**config.mk**
```make
export PLATFORM = sky130hd
export DESIGN_NAME = cohort_noc2_encoder
export DESIGN_NICKNAME = d
export VERILOG_FILES = /design/src/rtl/cohort_noc2_encoder.sv
export SDC_FILE = /design/constraint.sdc
export NUM_CORES = 1
export LEC_CHECK = 0
export ABC_CLOCK_PERIOD_IN_PS = 2970
export BUFFER_PORTS_ARGS = -buffer_cell sky130_fd_sc_hd__buf_2
export CORE_MARGIN = 1.5
export CORE_UTILIZATION = 59
export DETAILED_ROUTE_END_ITERATION = 10
export HOLD_SLACK_MARGIN = 0.1
export PLACE_DENSITY = 0.95
export SYNTH_ARGS = -nofsm -noshare
export SYNTH_HDL_FRONTEND = slang
export SYNTH_SLANG_ARGS = --single-unit
```
**constraint.sdc**
```tcl
create_clock -name clk -period 2.97 [get_ports clk]
set_input_delay 0.1485 -clock clk [delete_from_list [all_inputs] [get_ports clk]]
set_output_delay 0.1485 -clock clk [all_outputs]
set_load 0.05 [all_outputs]
```
**src/rtl/cohort_noc2_encoder.sv**
```systemverilog
// ============================================================================
// cohort_noc2_encoder: serializes one translated memory request into a
// 3-flit NoC2 header plus 0-2 data flits. Revision: 1.0
// ============================================================================
`default_nettype none

module cohort_noc2_encoder #(
  parameter logic [7:0] MSG_LOAD  = 8'd14,
  parameter logic [7:0] MSG_STORE = 8'd15,
  parameter logic [7:0] MSG_AMO   = 8'd36,
  parameter int         CNT_W     = 32
) (
  input  logic             clk,
  input  logic             rst,
  input  logic             req_valid,
  output logic             req_ready,
  input  logic [1:0]       req_type,
  input  logic [7:0]       req_mshrid,
  input  logic [47:0]      req_address,
  input  logic [2:0]       req_size,
  input  logic [29:0]      req_homeid,
  input  logic [7:0]       req_write_mask,
  input  logic [63:0]      req_data_0,
  input  logic [63:0]      req_data_1,
  input  logic [13:0]      src_chipid,
  input  logic [7:0]       src_x,
  input  logic [7:0]       src_y,
  output logic             noc_valid,
  output logic [63:0]      noc_data,
  input  logic             noc_ready,
  output logic             err_illegal,
  output logic [CNT_W-1:0] flit_count
);

  typedef enum logic [2:0] {
    S_IDLE  = 3'd0,
    S_HDR0  = 3'd1,
    S_HDR1  = 3'd2,
    S_HDR2  = 3'd3,
    S_DATA0 = 3'd4,
    S_DATA1 = 3'd5
  } state_e;

  state_e           state_q, state_d;
  logic [1:0]       type_q, type_d;
  logic [7:0]       mshrid_q, mshrid_d;
  logic [47:0]      address_q, address_d;
  logic [2:0]       size_q, size_d;
  logic [29:0]      homeid_q, homeid_d;
  logic [7:0]       mask_q, mask_d;
  logic [63:0]      data0_q, data0_d;
  logic [63:0]      data1_q, data1_d;
  logic [13:0]      chipid_q, chipid_d;
  logic [7:0]       x_q, x_d;
  logic [7:0]       y_q, y_d;
  logic             err_q, err_d;
  logic [CNT_W-1:0] count_q, count_d;

  logic       last_flit;
  logic       accept;
  logic       take_new;
  logic       flit_hs;
  logic [7:0] pay_len;
  logic [7:0] msg_type;

  always_comb begin
    state_d   = state_q;
    type_d    = type_q;
    mshrid_d  = mshrid_q;
    address_d = address_q;
    size_d    = size_q;
    homeid_d  = homeid_q;
    mask_d    = mask_q;
    data0_d   = data0_q;
    data1_d   = data1_q;
    chipid_d  = chipid_q;
    x_d       = x_q;
    y_d       = y_q;

    last_flit = ((state_q == S_HDR2)  && (type_q == 2'd0)) ||
                ((state_q == S_DATA0) && (type_q == 2'd1)) ||
                ((state_q == S_DATA1) && (type_q == 2'd2));
    noc_valid = (state_q != S_IDLE);
    req_ready = (state_q == S_IDLE) || (last_flit && noc_ready);
    accept    = req_valid && req_ready;
    take_new  = accept && (req_type != 2'd3);
    flit_hs   = noc_valid && noc_ready;

    if (accept) begin
      type_d    = req_type;
      mshrid_d  = req_mshrid;
      address_d = req_address;
      size_d    = req_size;
      homeid_d  = req_homeid;
      mask_d    = req_write_mask;
      data0_d   = req_data_0;
      data1_d   = req_data_1;
      chipid_d  = src_chipid;
      x_d       = src_x;
      y_d       = src_y;
    end

    // Last-flit handshake may chain straight into the next packet's HDR0.
    if (state_q == S_IDLE) begin
      if (take_new) state_d = S_HDR0;
    end else if (noc_ready) begin
      if (last_flit) begin
        state_d = take_new ? S_HDR0 : S_IDLE;
      end else begin
        unique case (state_q)
          S_HDR0:  state_d = S_HDR1;
          S_HDR1:  state_d = S_HDR2;
          S_HDR2:  state_d = S_DATA0;
          S_DATA0: state_d = S_DATA1;
          default: state_d = S_IDLE;
        endcase
      end
    end

    err_d   = accept && (req_type == 2'd3);
    count_d = flit_hs ? count_q + {{(CNT_W-1){1'b0}}, 1'b1} : count_q;

    unique case (type_q)
      2'd1:    begin pay_len = 8'd3; msg_type = MSG_STORE; end
      2'd2:    begin pay_len = 8'd4; msg_type = MSG_AMO;   end
      default: begin pay_len = 8'd2; msg_type = MSG_LOAD;  end
    endcase

    unique case (state_q)
      S_HDR0:  noc_data = {homeid_q[29:16], homeid_q[15:8], homeid_q[7:0], 4'b0,
                           pay_len, msg_type, mshrid_q, 6'b0};
      S_HDR1:  noc_data = {address_q, mask_q, size_q, 5'b0};
      S_HDR2:  noc_data = {chipid_q, x_q, y_q, 34'b0};
      S_DATA0: noc_data = data0_q;
      S_DATA1: noc_data = data1_q;
      default: noc_data = 64'd0;
    endcase
  end

  always_ff @(posedge clk) begin
    if (rst) begin
      state_q   <= S_IDLE;
      type_q    <= 2'd0;
      mshrid_q  <= 8'd0;
      address_q <= 48'd0;
      size_q    <= 3'd0;
      homeid_q  <= 30'd0;
      mask_q    <= 8'd0;
      data0_q   <= 64'd0;
      data1_q   <= 64'd0;
      chipid_q  <= 14'd0;
      x_q       <= 8'd0;
      y_q       <= 8'd0;
      err_q     <= 1'b0;
      count_q   <= '0;
    end else begin
      state_q   <= state_d;
      type_q    <= type_d;
      mshrid_q  <= mshrid_d;
      address_q <= address_d;
      size_q    <= size_d;
      homeid_q  <= homeid_d;
      mask_q    <= mask_d;
      data0_q   <= data0_d;
      data1_q   <= data1_d;
      chipid_q  <= chipid_d;
      x_q       <= x_d;
      y_q       <= y_d;
      err_q     <= err_d;
      count_q   <= count_d;
    end
  end

  assign err_illegal = err_q;
  assign flit_count  = count_q;

endmodule

`default_nettype wire

```
==> reports/qor.yml <==
die:
  ios: 360
  die-area_mm2: 0.0266
  rows: 58
  die_w_um: 163
  core_mm2: 0.0252
  fp.dieH_um: 163
  start_util: 0.601
synth:
  synth_cells: 1575
  syn-cell-area_mm2: 0.0151
  yosys_warnings: 0
  synth-edff-count: 0
  syn_nets: 1837
  ys_types: 50
  ys.flop_type: "dfxtp_1"
  async_flop_share: 0
  synth-seq-cells: 293
  ys_seq_area_frac: 0.388
  avgSynthCellArea_um2: 9.61
sta:
  setup_ws_ns: -0.00504
  relSlewSlack: 0.486
  finalHoldViolCount: 0
  final.period_utilization: 1.00
  report.final.slew_viol_count: 0
  fin_worst_skew_ns: 0.0116
  holdWs_ns: 0.392
  rsz0062_at_grt: "false"
  setup_viol: 1
  min_period_ns: 2.98
  fmax_mhz: 336
  timing_worst_slew_pin_value_ns: 0.765
place:
  routabilityCongestion: 0.841
  place_hpwl_mm: 27.7
  portBuffers: 359
  placed_area_mm2: 0.0170
clock_tree:
  clock-sinks: 293
  cts_tree: "built"
  htree_num_levels: 1
  post_cts_buffers: 0
  cts_root_buf: "clkbuf_16"
  cts_buffers: 31
  clk_latency_ns: 0.57
  clk_path_buf_depth: 3
  path_clk_slew_ns: 0.08
worst_setup_path:
  crit_fanout: 38
  critical-path-top-delay-family: "buffers and inverters"
  setup.worst_path.start_class: "flip-flop"
  path_cells: "buf_6 -> nand2b_1 -> a21oi_1 -> a21oi_1 -> o22ai_1 -> buf_2"
  cp_num_buf_inv: 2
  worstSetupPathType: "flip-flop to output port"
  worstPathArrival_ns: 2.83
  crit_slowest_cell: "dfxtp_4"
  slowest_delay_ns: 0.58
  crit_path_frequent_cell: "a21oi_1"
  end_kind: "output port"
  cp.required_ns: 2.82
drt:
  drtPass1Iterations: 6
  via_per_inst: 6.10
  drc: 0
  routed-via-count: 15200
  wl_mm: 57.7
  drt-initial-drc-count: 1904
  ant_nets: 0
  avgRoutedWirePerCell_um: 23.2
outcome:
  violations: "setup timing"
  status: "finished, violations left"
cells_and_area:
  fin_area_mm2: 0.0207
  multi_input_area_mm2: 0.00857
  layout.area.seq_mm2: 0.00587
  layout_commonest_cell: "nand2b_1"
  final_cell_mix: "nand2b_1 (515), buf_2 (358), mux2i_1 (317)"
  drive_above_1_share: 0.212
  final_util: 0.821
  area_growth_pct: 36.7
  nets: 2386
  fill_cells: 1205
power:
  total_power_mw: 11.3
  p_leak_nw: 8.67
  power_per_cell_area_mw_per_mm2: 545
  ir_worst_vdd_mv: 0.547
run:
  cap_violations: 0
hold_path:
  min-delay-path-class: "primary input to flip-flop"
grt:
  antenna_found_initial: 11
  grt_max_degree: 158
  grt_overflow_total: 0
  grt_pass1_vias: 15900
  grt_usage: 0.421
  grt_pass1_wl_mm: 86.7
metrics by stage:
| step | setup TNS, ns | std cells | worst slack, ns |
|---|---|---|---|
| 4_1_cts | 0 | 2477 | 0.0117 |
| 3_3_place_gp | 0 | 2161 | 0.507 |
| 6_report | -0.00504 | 2490 | -0.00504 |
| 2_1_floorplan | 0 | 1575 | 0.482 |
| 5_1_grt | 0 | 2486 | 0.00623 |
| 3_5_place_dp | 0 | 2161 | 0.456 |
power breakdown:
part | total (mW) | internal, mW | switching [mW]
combinational | 2.61 | 1.17 | 1.44
sequential | 4.61 | 4.31 | 0.305
clock | 4.05 | 2.33 | 1.72
path summary, 6_finish.rpt:
kind / start / to / slack [ns] / cells past startpoint
worst max-delay path: state_q[0] / noc_data[17] / -0.005 / 6
worst min-delay path: src_x[4] / x_q[4] / 0.39 / 4
worst max register to register: state_q[0] / data0_q[18] / 0.27 / 6
worst min register to register: data1_q[34] / data1_q[34] / 0.48 / 2
synthesized netlist by cell type (12+ instances only):
library cell  instances  share of area
nand3_1              12         0.0040
o21ai_0              19         0.0063
clkbuf_1             87          0.022
nand2b_1            516           0.21
buf_6                21          0.016
or4_1                12         0.0060
a221o_1              29          0.019
a22oi_1              13         0.0065
mux2i_1             318           0.21
o2bb2ai_1            29          0.017
nor2b_1              16         0.0066
a21oi_1              22         0.0073
nor2_1               30         0.0074
buf_2                15         0.0050
dfxtp_1             293           0.39
o22ai_1              17         0.0070
nand2_1              26         0.0065
logic make-up after synthesis:
family	after synthesis	share of synthesized area
simple gates	651	0.263
mux	330	0.219
flops	293	0.388
compound gates	153	0.0764
buf+inv	139	0.0476
xor+xnor	8	0.00463
fa+ha+maj	1	0.000827
registers in the layout, summed over array words and instances, names as in the netlist:
signal and flops:
homeid_q 30, data1_q 64, chipid_q 14, err_illegal 1, address_q 48, x_q 8
data0_q 64, y_q 8, mask_q 8, state_q 3, flit_count 32, type_q 2
mshrid_q 8, size_q 3
layer usage:
| metal | routed length [um] | up-vias | GRT usage |
|---|---|---|---|
| met1 | 19900 | 7084 | 0.453 |
| met2 | 27500 | 1192 | 0.704 |
| met4 | 5000 | 2 | 0.326 |
| met3 | 5290 | 417 | 0.111 |
| li1 | - | 6487 | - |
| met5 | 9 | - | 0 |
worst register-to-register path, stage by stage (launching register included):
cell and delay (ns):
dfxtp_4 0.58, nor4bb_4 0.46, a31oi_1 0.21, a21boi_4 0.24, buf_4 0.22, buf_12 0.31, mux2i_1 0.53
timing repair:
| action | CTS | global route |
|---|---|---|
| hold buffers | 260 | 0 |
| setup endpoints to repair | 28 | 28 |
| gates resized for setup | 2 | 3 |
| gates cloned | 0 | 0 |
| hold endpoints to repair | 263 | 0 |
final cells by class:
cell class	instances	share of cell area
multi-input cells	1143	0.414
flip-flops and latches	293	0.284
repair buffers	648	0.229
clock buffers	45	0.0449
well taps	330	0.0200
clock inverters	11	0.00538
diodes	13	0.00157
inverters	7	0.00127
Note: power is estimated with default switching activity, not from simulation.
